**src/rtl/multicycle_ctrl_fsm.sv**
```systemverilog
// multicycle_ctrl_fsm
//   Sequences an RV32I datapath over FETCH / DECODE / EXEC / MEM / WB.
//   Drives the immediate-format select, the ALU operand muxes, PC update,
//   register write and the memory request/ready handshake. Traps on an
//   illegal opcode or when a memory request waits too long.
//
//   state | meaning
//   ------+-----------------------------------------------------------
//   0     | FETCH  : request instruction word, load IR on mem_ready
//   1     | DECODE : latch opcode/rd, check opcode legality
//   2     | EXEC   : drive ALU operands; branches retire here
//   3     | MEM    : load/store access, held until mem_ready
//   4     | WB     : register write-back and PC update, retire
//   7     | TRAP   : sticky fault, all strobes low until reset
//
// Parameters
//   MEM_TIMEOUT  max wait cycles for mem_ready per request (0 = never)
// Ports
//   clk, reset          clock (rising edge), async active-high reset
//   instr[31:0]         instruction register contents, used in DECODE
//   mem_ready           memory completes the current request this cycle
//   br_taken            branch comparator result, valid in EXEC
//   state[2:0]          current FSM state (encoding above)
//   mem_req, mem_we     memory request / store qualifier
//   ir_we, pc_we        instruction register / PC load strobes
//   pc_sel[1:0]         0 pc+4, 1 pc+imm, 2 alu_result & ~1
//   imm_sel[2:0]        0 none, 1 I, 2 S, 3 B, 4 U, 5 J
//   alu_src_a[1:0]      0 rs1, 1 pc, 2 zero
//   alu_src_b           0 rs2, 1 imm
//   reg_we              register file write (never for rd == x0)
//   wb_sel[1:0]         0 alu, 1 mem rdata, 2 pc+4
//   instr_done          one-cycle pulse on the retiring cycle
//   trap                sticky fault flag
module multicycle_ctrl_fsm #(
    parameter int MEM_TIMEOUT = 15
) (
    input  logic        clk,
    input  logic        reset,
    input  logic [31:0] instr,
    input  logic        mem_ready,
    input  logic        br_taken,
    output logic [2:0]  state,
    output logic        mem_req,
    output logic        mem_we,
    output logic        ir_we,
    output logic        pc_we,
    output logic [1:0]  pc_sel,
    output logic [2:0]  imm_sel,
    output logic [1:0]  alu_src_a,
    output logic        alu_src_b,
    output logic        reg_we,
    output logic [1:0]  wb_sel,
    output logic        instr_done,
    output logic        trap
);

    typedef enum logic [2:0] {
        S_FETCH  = 3'd0,
        S_DECODE = 3'd1,
        S_EXEC   = 3'd2,
        S_MEM    = 3'd3,
        S_WB     = 3'd4,
        S_TRAP   = 3'd7
    } state_t;

    localparam logic [6:0] OP_R      = 7'b0110011;
    localparam logic [6:0] OP_I      = 7'b0010011;
    localparam logic [6:0] OP_LOAD   = 7'b0000011;
    localparam logic [6:0] OP_STORE  = 7'b0100011;
    localparam logic [6:0] OP_BRANCH = 7'b1100011;
    localparam logic [6:0] OP_JAL    = 7'b1101111;
    localparam logic [6:0] OP_JALR   = 7'b1100111;
    localparam logic [6:0] OP_LUI    = 7'b0110111;
    localparam logic [6:0] OP_AUIPC  = 7'b0010111;

    localparam int CW = (MEM_TIMEOUT < 2) ? 1 : $clog2(MEM_TIMEOUT + 1);

    state_t         state_q, state_d;
    logic [6:0]     op_q;
    logic [4:0]     rd_q;
    logic [CW-1:0]  wait_cnt_q, wait_cnt_inc;
    logic           waiting, timeout;

    logic mem_req_raw, mem_we_raw, ir_we_raw, pc_we_raw, reg_we_raw, done_raw;
    logic [2:0] dec_imm;
    logic [1:0] dec_a;
    logic       dec_b;

    logic unused_instr_hi;
    assign unused_instr_hi = ^instr[31:12];

    function automatic logic is_legal(input logic [6:0] op);
        case (op)
            OP_R, OP_I, OP_LOAD, OP_STORE, OP_BRANCH,
            OP_JAL, OP_JALR, OP_LUI, OP_AUIPC: is_legal = 1'b1;
            default:                           is_legal = 1'b0;
        endcase
    endfunction

    // Operand/immediate controls depend only on the latched opcode, so the
    // same values are held through EXEC, MEM and WB (MEM needs the address
    // path stable until mem_ready; WB needs imm J/I for the PC target).
    always_comb begin
        dec_imm = 3'd0;
        dec_a   = 2'd0;
        dec_b   = 1'b0;
        case (op_q)
            OP_I, OP_LOAD, OP_JALR: begin dec_imm = 3'd1; dec_b = 1'b1; end
            OP_STORE:               begin dec_imm = 3'd2; dec_b = 1'b1; end
            OP_BRANCH:              begin dec_imm = 3'd3; end
            OP_LUI:                 begin dec_imm = 3'd4; dec_a = 2'd2; dec_b = 1'b1; end
            OP_AUIPC:               begin dec_imm = 3'd4; dec_a = 2'd1; dec_b = 1'b1; end
            OP_JAL:                 begin dec_imm = 3'd5; dec_a = 2'd1; dec_b = 1'b1; end
            default:                begin dec_imm = 3'd0; end
        endcase
    end

    // Timeout fires on the wait cycle that brings the count to MEM_TIMEOUT;
    // a mem_ready in that same cycle takes priority.
    assign waiting      = ((state_q == S_FETCH) || (state_q == S_MEM)) && !mem_ready;
    assign wait_cnt_inc = wait_cnt_q + 1'b1;
    assign timeout      = (MEM_TIMEOUT != 0) && waiting && (wait_cnt_inc == CW'(MEM_TIMEOUT));

    always_ff @(posedge clk or posedge reset) begin
        if (reset) begin
            state_q    <= S_FETCH;
            wait_cnt_q <= '0;
            op_q       <= 7'd0;
            rd_q       <= 5'd0;
        end else begin
            state_q <= state_d;
            if (state_d != state_q)
                wait_cnt_q <= '0;
            else if (waiting)
                wait_cnt_q <= wait_cnt_inc;
            if (state_q == S_DECODE) begin
                op_q <= instr[6:0];
                rd_q <= instr[11:7];
            end
        end
    end

    always_comb begin
        state_d     = state_q;
        mem_req_raw = 1'b0;
        mem_we_raw  = 1'b0;
        ir_we_raw   = 1'b0;
        pc_we_raw   = 1'b0;
        reg_we_raw  = 1'b0;
        done_raw    = 1'b0;
        pc_sel      = 2'd0;
        imm_sel     = 3'd0;
        alu_src_a   = 2'd0;
        alu_src_b   = 1'b0;
        wb_sel      = 2'd0;
        trap        = 1'b0;
        case (state_q)
            S_FETCH: begin
                mem_req_raw = 1'b1;
                if (mem_ready) begin
                    ir_we_raw = 1'b1;
                    state_d   = S_DECODE;
                end else if (timeout) begin
                    state_d = S_TRAP;
                end
            end
            S_DECODE: begin
                state_d = is_legal(instr[6:0]) ? S_EXEC : S_TRAP;
            end
            S_EXEC: begin
                imm_sel   = dec_imm;
                alu_src_a = dec_a;
                alu_src_b = dec_b;
                case (op_q)
                    OP_BRANCH: begin
                        pc_we_raw = 1'b1;
                        pc_sel    = br_taken ? 2'd1 : 2'd0;
                        done_raw  = 1'b1;
                        state_d   = S_FETCH;
                    end
                    OP_LOAD, OP_STORE: state_d = S_MEM;
                    default:           state_d = S_WB;
                endcase
            end
            S_MEM: begin
                imm_sel     = dec_imm;
                alu_src_a   = dec_a;
                alu_src_b   = dec_b;
                mem_req_raw = 1'b1;
                mem_we_raw  = (op_q == OP_STORE);
                if (mem_ready) begin
                    if (op_q == OP_STORE) begin
                        pc_we_raw = 1'b1;
                        done_raw  = 1'b1;
                        state_d   = S_FETCH;
                    end else begin
                        state_d = S_WB;
                    end
                end else if (timeout) begin
                    state_d = S_TRAP;
                end
            end
            S_WB: begin
                imm_sel    = dec_imm;
                alu_src_a  = dec_a;
                alu_src_b  = dec_b;
                reg_we_raw = (rd_q != 5'd0);
                pc_we_raw  = 1'b1;
                done_raw   = 1'b1;
                state_d    = S_FETCH;
                case (op_q)
                    OP_LOAD: wb_sel = 2'd1;
                    OP_JAL:  begin wb_sel = 2'd2; pc_sel = 2'd1; end
                    OP_JALR: begin wb_sel = 2'd2; pc_sel = 2'd2; end
                    default: wb_sel = 2'd0;
                endcase
            end
            S_TRAP: begin
                trap    = 1'b1;
                state_d = S_TRAP;
            end
            default: begin
                state_d = S_TRAP;
            end
        endcase
    end

    // State is already FETCH while reset is high, so the FETCH request has to
    // be masked here to keep every strobe quiet until reset is released.
    assign state      = state_q;
    assign mem_req    = mem_req_raw & ~reset;
    assign mem_we     = mem_we_raw  & ~reset;
    assign ir_we      = ir_we_raw   & ~reset;
    assign pc_we      = pc_we_raw   & ~reset;
    assign reg_we     = reg_we_raw  & ~reset;
    assign instr_done = done_raw    & ~reset;

endmodule

```
**config.mk**
```make
export PLATFORM = sky130hd
export DESIGN_NAME = multicycle_ctrl_fsm
export DESIGN_NICKNAME = d
export VERILOG_FILES = /design/src/rtl/multicycle_ctrl_fsm.sv
export SDC_FILE = /design/constraint.sdc
export NUM_CORES = 1
export LEC_CHECK = 0
export ABC_AREA = 1
export CAP_MARGIN = 20
export CORE_MARGIN = 2
export CORE_UTILIZATION = 35
export DETAILED_ROUTE_END_ITERATION = 16
export PLACE_DENSITY = 0.8
export SLEW_MARGIN = 20
export SYNTH_ARGS = -nofsm -noshare
export SYNTH_HDL_FRONTEND = slang
export SYNTH_SLANG_ARGS = --single-unit
```
**constraint.sdc**
```tcl
create_clock -name clk -period 2.2 [get_ports clk]
set_input_delay 0.55 -clock clk [delete_from_list [all_inputs] [get_ports clk]]
set_output_delay 0.55 -clock clk [all_outputs]
set_load 0.005 [all_outputs]
```
==> flow_metrics.env, run 1 <==
export IMPL_grt_start_max_net_pins=20
export IMPL_syn_area_per_cell_um2=6.61
export IMPL_dp_cells=300
export IMPL_cp_end_kind="output pin"
export IMPL_synth_nets=232
export IMPL_ys_warn_count=0
export IMPL_worst_slack_ns=-0.0345
export IMPL_setup_violations=6
export IMPL_dpl_hpwl_um=2500
export IMPL_power_density_nw_per_um2=275
export IMPL_ys_flop_type="dfrtp_1"
export IMPL_worstPathBufferInverterCount=5
export IMPL_synth_edf_count=0
export IMPL_die_area_um2=4160
export IMPL_die_x_um=64.5
export IMPL_first_global_vias=1335
export IMPL_max_freq_ghz=0.448
export IMPL_cts_made_buffers=3
export IMPL_fin_worst_skew_ns=0.000916
export IMPL_async_flop_share_pct=100
export IMPL_initial_core_util_pct=37.5
export IMPL_period_minus_slack_ns=2.23
export IMPL_drt_iter0_markers=94
export IMPL_num_rows=21
export IMPL_crit_path_top_delay_cell="dfrtp_1"
export IMPL_routed_via_density=4.90
export IMPL_cts_htree_levels=1
export IMPL_path_cells="buf_4 -> nand3_2 -> inv_2 -> nand4_1 -> buf_4 -> buf_4 -> a21oi_2 -> buf_2"
export IMPL_synthTopCellsByArea="dfrtp_1 37%, nand2_1 18%, inv_1 9.1%"
export IMPL_internal_power_w=0.000446
export IMPL_hold_viol=0
export IMPL_grt_pass1_wl_um=5590
export IMPL_antenna_cells=0
export IMPL_gp_congestion=0.854
export IMPL_root_buffer="clkbuf_4"
export IMPL_critPathArrivalTime_ns=1.68
export IMPL_drv_slew=0
export IMPL_yosysTopAreaCell="dfrtp_1"
export IMPL_firstDrtPassIters=4
export IMPL_slowest_delay_ns=0.38
export IMPL_io_pins=56
export IMPL_status="finished with violations"
export IMPL_detail_route_antenna_nets=0
export IMPL_fin_crit_sh_pct=102
export IMPL_critPathMaxFanout=4
export IMPL_pwr_share_seq_pct=60.4
export IMPL_crit_top_cell="buf_4"
export IMPL_fin_cells=318
export IMPL_p_clk_share_pct=31.0
export IMPL_path_delay_family="buffers and inverters"
export IMPL_drc=0
export IMPL_track_usage_pct=17.1
export IMPL_violations="setup timing"
export IMPL_overflow=0
export IMPL_wire_per_inst_um=12.3
export IMPL_combPwrFrac_pct=8.7
export IMPL_worst_pin_slew_ns=0.356
export IMPL_numPortBuffers=35
export IMPL_worstSetupPathType="flop to output pin"
export IMPL_relSlewSlack_pct=76.1
export IMPL_insertion_delay_ns=0.30
export IMPL_cts_buffer_depth=2
export IMPL_drive_above_1_share_pct=37.5
export IMPL_p_switching_w=0.000132
export IMPL_areaGrowthSynthToFinish_pct=64.0
export IMPL_synth_commonest_cells="60 x nand2_1, 31 x inv_1, 25 x nor2_1"
export IMPL_cts_hold_buf=0
export IMPL_ys_seq_elements=19
export IMPL_fill_cells=302
export IMPL_drv_cap=0
export IMPL_hp_class="input pin to asynchronous set/reset pin"
export IMPL_nNetsFinal=311
export IMPL_required_ns=1.65
export IMPL_ir_worst_vdd_mv=0.226
export IMPL_core_um2=3420
export IMPL_dp_slack_ns=-0.306
export IMPL_synth_seq_area_share_pct=37.1
export IMPL_antenna_found_initial=0
export IMPL_crit_path_start_kind="flop"
export IMPL_swShare_pct=22.9
export IMPL_syn_area_um2=1280
export IMPL_vias=1559
export IMPL_die_h_um=64.5
export IMPL_ys_types=26
export IMPL_clkSinkCount=19
export IMPL_p_leak_nw=1.01
export IMPL_wl_um=3900
export IMPL_yosysMostFrequentCell="nand2_1"
export IMPL_clk_pin_slew_worst_paths_ns=0.11
export IMPL_yosysTopAreaCellShare_pct=37.1
export IMPL_synthCells=194
export IMPL_cts_tree="done"
export IMPL_rsz0062_at_grt="true"
## power groups by stage
stage / Combinational, W / Clock [W] / Sequential [W]
after global routing: 0.0000549 / 0.000202 / 0.000349
after CTS: 0.0000497 / 0.000186 / 0.000349
final: 0.0000501 / 0.000179 / 0.000349
after detailed placement: 0.0000493 / 0 / 0.000356
after global placement: 0.0000487 / 0 / 0.000356
after floorplan: 0.0000117 / 0 / 0.000356
## final timing paths
kind	start	endpoint	slack [ns]	cells past startpoint
setup reg to reg	state[1]	wait_cnt_q[0]	0.46	13
max in group asynchronous	reset	state[2]	1.49	4
hold reg to reg	rd_q[3]	rd_q[3]	0.49	2
min in group clk	rd_q[3]	rd_q[3]	0.49	2
setup / recovery	op_q[6]	wb_sel[1]	-0.03	8
hold / removal	reset	state[2]	0.49	4
## per-layer routing
layer  global-route usage [%]  routed length [um]  vias up
li1                         -                   -      771
met1                     20.5                1630      717
met2                     29.6                2000       65
met3                     2.95                 221        6
met4                     7.98                  48        0
met5                        0                   0        -
## flip-flops by register name, summed over array words and instances, names as in the netlist
signal      count
state           3
op_q            7
rd_q            5
wait_cnt_q      4
## cell usage in the layout (no fill, tap or decap), drive strengths merged
cell type / netlist / routed
ha: 2 / 2
a31oi: 2 / 2
clkinv: 1 / 1
xor2: 1 / 1
o21a: 1 / 1
a311oi: 1 / 1
a21oi: 5 / 5
dfrtp: 19 / 19
o21ai: 13 / 13
nand2: 63 / 63
nor3: 6 / 6
inv: 32 / 33
clkdlybuf4s15: 0 / 2
buf: 1 / 50
clkdlybuf4s50: 0 / 18
mux2i: 1 / 1
dlymetal6s2s: 0 / 1
nor2: 26 / 26
clkbuf: 1 / 7
nor4: 1 / 1
nand3: 14 / 14
dlygate4sd2: 0 / 1
nand4: 4 / 4
## final cells by class
cell class / instances / area, um^2 / share of cell area [%]
clock buffers: 3 / 22.5 / 1.07
clock inverters: 1 / 5.00 / 0.238
inverters: 33 / 124 / 5.89
multi-input cells: 140 / 807 / 38.4
flip-flops and latches: 19 / 477 / 22.7
well taps: 46 / 57.6 / 2.74
repair buffers: 76 / 611 / 29.0
## tightest hold or removal path, cell delays in order
cell and delay, ns:
dlymetal6s2s_1 0.16, buf_4 0.17, inv_1 0.05, buf_4 0.26
## through the flow
step | hold WS, ns | power [W] | TNS (ns) | cell area [um^2] | util (%)
final | 0.494 | 0.000578 | -0.101 | 2100 | 61.6
after detailed placement | 0.467 | 0.000405 | -1.46 | 1880 | 55.1
after global placement | 0.456 | 0.000405 | -1.45 | 1880 | 55.1
after CTS | 0.494 | 0.000585 | -0.302 | 2010 | 58.8
after global routing | 0.516 | 0.000606 | -1.29 | 2100 | 61.6
after floorplan | 0.442 | 0.000368 | 0 | 1280 | -
## kinds of logic after synthesis
kind of cell | share of synthesized area [%]
simple gates | 39.7
compound gates | 9.27
mux | 0.781
fa+ha+maj | 1.95
flops | 37.1
buf+inv | 10.5
xor+xnor | 0.683
## timing repair
action / CTS / global route
resized for setup: 57 / 46
endpoints found under the setup margin: 16 / 17
pin swaps: 5 / 12
setup buffers: 8 / 7
(Power assumes the default switching activity.)
==> run 2, diff against run 1 <==
ABC_CLOCK_PERIOD_IN_PS = 2200   (was not set)
PLACE_DENSITY = 0.76   (was 0.8)
==> flow_metrics.env, run 2 (synthesis gave the netlist of run 1 again) <==
export IMPL_antenna_cells=0
export IMPL_cts_made_buffers=3
export IMPL_nNetsFinal=311
export IMPL_wl_met3_um=184
export IMPL_top_register="op_q"
export IMPL_swShare_pct=23.3
export IMPL_wire_per_inst_um=11.3
export IMPL_met1Wirelength_um=1620
export IMPL_internal_power_w=0.000446
export IMPL_fin_crit_sh_pct=108
export IMPL_overflow=0
export IMPL_largest_reg_flops=7
export IMPL_required_ns=1.65
export IMPL_gp_congestion=0.880
export IMPL_io_pins=56
export IMPL_final_core_util_pct=62.5
export IMPL_fill_cells=302
export IMPL_drive_above_1_share_pct=36.0
export IMPL_violations="setup timing"
export IMPL_pwr_share_seq_pct=60.0
export IMPL_worst_pin_slew_ns=0.303
export IMPL_setup_violations=5
export IMPL_dpl_hpwl_um=2490
export IMPL_numPortBuffers=35
export IMPL_hold_viol=0
export IMPL_root_buffer="clkbuf_4"
export IMPL_die_x_um=64.5
export IMPL_grt_start_max_net_pins=20
export IMPL_cp_end_kind="output pin"
export IMPL_antenna_found_initial=0
export IMPL_hp_class="input pin to asynchronous set/reset pin"
export IMPL_reg_largest_list="op_q x7, rd_q x5, wait_cnt_q x4"
export IMPL_p_clk_share_pct=31.6
export IMPL_final_common_cell="nand2_1"
export IMPL_cts_htree_levels=1
export IMPL_rr_endpoint="wait_cnt_q[1]"
export IMPL_num_rows=21
export IMPL_worstSetupPathType="flop to output pin"
export IMPL_final_setup_tns_ns=-0.394
export IMPL_clkSinkCount=19
export IMPL_critPathArrivalTime_ns=1.82
export IMPL_areaGrowthSynthToFinish_pct=66.4
export IMPL_worstRegToRegCells=13
export IMPL_drv_cap=0
export IMPL_crit_path_start_kind="flop"
export IMPL_vias=1485
export IMPL_track_usage_pct=16.9
export IMPL_rsz0062_at_grt="true"
export IMPL_clk_pin_slew_worst_paths_ns=0.11
export IMPL_r2r_setup_slack_ns=0.43
export IMPL_ir_worst_vdd_mv=0.242
export IMPL_status="finished with violations"
export IMPL_cts_buffer_depth=2
export IMPL_mostFrequentLayoutCells="55 x nand2_1, 31 x buf_4, 27 x inv_1"
export IMPL_critPathMaxFanout=3
export IMPL_die_h_um=64.5
export IMPL_r2r_start="op_q[4]"
export IMPL_period_minus_slack_ns=2.37
export IMPL_fin_worst_skew_ns=0.00746
export IMPL_initial_core_util_pct=37.5
export IMPL_die_area_um2=4160
export IMPL_drv_slew=0
export IMPL_drc=0
export IMPL_cts_hold_buf=0
export IMPL_combPwrFrac_pct=8.4
export IMPL_cts_tree="done"
export IMPL_grt_pass1_wl_um=5620
export IMPL_wl_met2_um=1760
export IMPL_place_area_um2=1900
export IMPL_firstDrtPassIters=6
export IMPL_dr_max_layer_used="met4"
export IMPL_max_freq_ghz=0.421
export IMPL_wl_um=3600
export IMPL_routed_via_density=4.67
export IMPL_first_global_vias=1382
export IMPL_detail_route_antenna_nets=0
export IMPL_core_um2=3420
export IMPL_worst_slack_ns=-0.174
export IMPL_stdcell_area_um2=2130
export IMPL_power_density_nw_per_um2=272
export IMPL_relSlewSlack_pct=79.8
export IMPL_insertion_delay_ns=0.31
export IMPL_p_switching_w=0.000136
export IMPL_p_leak_nw=1.04
export IMPL_drt_iter0_markers=40
export IMPL_hold_slack_ns=0.478
run 2: layer usage:
metal	global-route usage, %	up-vias
met4	6.38	0
met3	2.95	4
met2	30.1	46
met1	20.2	655
li1	-	780
met5	0	-
run 2: timing repair:
action                                  in CTS  in global routing
setup buffers                               10                  4
resized for setup                           81                 28
pin swaps                                   14                 17
endpoints found under the setup margin      16                 17
run 2: worst max-delay path, cell delays in order (launching register included):
cell	delay [ns]
dfrtp_1	0.43
nor2_2	0.17
nand3_2	0.11
nor2_2	0.13
nand2_1	0.10
o21ai_1	0.16
nor2_1	0.06
nor2_1	0.14
buf_4	0.14
buf_6	0.08
run 2: per-stage QoR:
step                      instances  total power (W)  worst slack [ns]
after floorplan                 194         0.000368             0.333
after global placement          303         0.000405            -0.284
after detailed placement        303         0.000405            -0.327
after CTS                       315         0.000592            -0.170
after global routing            318         0.000615            -0.279
final                           318         0.000582            -0.174
run 2: how the worst max path moves through the flow:
stage          startpoint    endpoint
6_report          op_q[4]  instr_done
5_1_grt           op_q[4]  instr_done
4_1_cts           op_q[3]  instr_done
3_5_place_dp    mem_ready  instr_done
3_3_place_gp    mem_ready       pc_we
2_1_floorplan     op_q[3]       pc_we
run 2: layout make-up:
type	count	area, um^2	share of cell area [%]
multi-input cells	140	806	37.7
repair buffers	76	643	30.1
flip-flops and latches	19	477	22.3
inverters	33	124	5.80
well taps	46	57.6	2.70
clock buffers	3	22.5	1.06
clock inverters	1	5.00	0.234
run 2: power by group through the flow:
stage | clock [W] | sequential (W) | combinational [W]
floorplan | 0 | 0.000356 | 0.0000117
detailed placement | 0 | 0.000356 | 0.0000491
finish | 0.000184 | 0.000349 | 0.0000490
global placement | 0 | 0.000356 | 0.0000489
global route | 0.000210 | 0.000349 | 0.0000550
CTS | 0.000194 | 0.000349 | 0.0000498
==> run 3, diff against run 2 <==
CELL_PAD_IN_SITES_DETAIL_PLACEMENT = 1   (was not set)
CELL_PAD_IN_SITES_GLOBAL_PLACEMENT = 1   (was not set)
CORE_UTILIZATION = 28   (was 35)
PLACE_DENSITY = 0.86   (was 0.76)
==> flow_metrics.env, run 3 (synthesis gave the netlist of run 1 again) <==
export IMPL_status="finished with violations"
export IMPL_violations="setup timing"
export IMPL_antenna_found_initial=0
export IMPL_grt_pass1_wl_um=6980
export IMPL_path_delay_family="buffers and inverters"
export IMPL_drv_slew=0
export IMPL_drt_iter0_markers=28
export IMPL_drive_above_1_share_pct=33.2
export IMPL_r2r_start="op_q[2]"
export IMPL_crit_path_start_kind="flop"
export IMPL_cp_end_kind="output pin"
export IMPL_setup_violations=4
export IMPL_fin_worst_skew_ns=0.00550
export IMPL_power_density_nw_per_um2=305
export IMPL_wire_per_inst_um=13.6
export IMPL_reg_largest_list="op_q x7, rd_q x5, wait_cnt_q x4"
export IMPL_track_usage_pct=17.0
export IMPL_first_global_vias=1624
export IMPL_wl_um=4430
export IMPL_numPortBuffers=35
export IMPL_p_leak_nw=1.03
export IMPL_drc=0
export IMPL_slowest_delay_ns=0.41
export IMPL_detail_route_antenna_nets=0
export IMPL_worst_pin_slew_ns=0.393
export IMPL_stdcell_area_um2=2110
export IMPL_worstSetupPathType="flop to output pin"
export IMPL_mostFrequentLayoutCells="57 x nand2_1, 40 x buf_4, 27 x inv_1"
export IMPL_insertion_delay_ns=0.26
export IMPL_cts_tree="done"
export IMPL_cts_buffer_depth=2
export IMPL_rr_endpoint="wait_cnt_q[1]"
export IMPL_dpl_hpwl_um=3280
export IMPL_core_um2=4380
export IMPL_hold_viol=0
export IMPL_period_minus_slack_ns=2.27
export IMPL_hold_slack_ns=0.488
export IMPL_hp_class="flop to flop"
export IMPL_areaGrowthSynthToFinish_pct=64.8
export IMPL_clk_pin_slew_worst_paths_ns=0.07
export IMPL_initial_core_util_pct=29.3
export IMPL_largest_reg_flops=7
export IMPL_path_cells="nor2_2 -> buf_4 -> nand2_2 -> nor2_2 -> inv_2 -> nor2_4 -> buf_4 -> buf_6 -> nand2_2 -> o21ai_2 -> buf_2"
export IMPL_multiInputGateArea_um2=769
export IMPL_hold_end="op_q[1]"
export IMPL_max_freq_ghz=0.441
export IMPL_ir_worst_vdd_mv=0.199
export IMPL_worst_slack_ns=-0.0674
export IMPL_cts_htree_levels=1
export IMPL_worstRegToRegCells=13
export IMPL_hp_start="op_q[1]"
export IMPL_antenna_cells=0
export IMPL_drv_cap=0
export IMPL_num_rows=24
export IMPL_r2r_setup_slack_ns=0.30
export IMPL_crit_path_top_delay_cell="dfrtp_1"
export IMPL_final_common_cell="nand2_1"
export IMPL_io_pins=56
export IMPL_critPathArrivalTime_ns=1.72
export IMPL_nNetsFinal=313
export IMPL_grt_start_max_net_pins=20
export IMPL_place_area_um2=1930
export IMPL_whs_path_depth=2
export IMPL_regArea_um2=475
export IMPL_critPathLaunch="op_q[2]"
export IMPL_overflow=0
export IMPL_worstPathBufferInverterCount=5
export IMPL_fill_cells=558
export IMPL_rsz0062_at_grt="true"
export IMPL_top_register="op_q"
export IMPL_gp_congestion=0.862
export IMPL_required_ns=1.65
export IMPL_clkSinkCount=19
export IMPL_final_core_util_pct=48.2
export IMPL_firstDrtPassIters=4
export IMPL_vias=1562
export IMPL_cts_made_buffers=3
export IMPL_critPathMaxFanout=3
export IMPL_die_x_um=71.7
export IMPL_fin_crit_sh_pct=103
export IMPL_relSlewSlack_pct=73.7
export IMPL_routed_via_density=4.79
export IMPL_root_buffer="clkbuf_8"
export IMPL_die_area_um2=5140
export IMPL_die_h_um=71.7
==> run 3: cell types whose count changed in the layout (fill, tap and decap cells not counted), moves of 2 or more <==
cell	delta
clkbuf_4	-3
buf_6	-7
nand2_1	+2
buf_2	-3
buf_4	+9
nand2_4	-2
clkbuf_8	+3
dlygate4sd2_1	+4
==> run 3: tightest hold or removal path, cell delays in order (launching register included) <==
cell and delay, ns:
dfrtp_1 0.35, nand2_1 0.06, nand2_1 0.05
==> run 3: per-layer routing <==
metal  GRT usage [%]  up-vias  share of wire (%)
met5               0        -                  0
met4            6.92        0                1.8
met3            1.83        7                2.8
met2            31.5       32                 54
met1            19.9      747                 41
li1                -      776                  -
==> run 3: stage by stage <==
stage | setup WS [ns] | power (W) | cells | setup TNS [ns]
after CTS | -0.171 | 0.000660 | 324 | -0.470
after floorplan | 0.333 | 0.000368 | 194 | 0
after detailed placement | -0.354 | 0.000407 | 312 | -1.98
after global placement | -0.286 | 0.000405 | 312 | -1.49
final | -0.0674 | 0.000645 | 326 | -0.205
after global routing | -0.212 | 0.000678 | 326 | -1.19
==> run 3: repair_timing <==
action / 4_1_cts / 5_1_grt
resized for setup: 51 / 31
setup endpoints to repair: 16 / 13
buffers inserted: 10 / 3
pin swaps: 7 / 11
hold buffers: 0 / 0
==> run 3: where the power goes <==
part           total (W)  internal (W)  leakage (nW)  switching, W
Clock           0.000246      0.000129        0.0228      0.000117
Sequential      0.000349      0.000349         0.187             0
Combinational  0.0000498     0.0000287         0.817     0.0000211
==> run 3: cell type report <==
cell class / count / area share, %
clock buffers: 4 / 2.13
inverters: 33 / 5.86
multi-input cells: 140 / 36.4
flip-flops and latches: 19 / 22.5
well taps: 52 / 3.08
repair buffers: 78 / 30.0
==> run 3: how the worst max path moves through the flow <==
stage	to	slack (ns)	cells after the start
after floorplan	pc_we	0.33	8
after global placement	pc_we	-0.29	6
after detailed placement	pc_we	-0.35	6
after CTS	pc_we	-0.17	11
after global routing	pc_we	-0.21	10
final	pc_sel[0]	-0.07	11
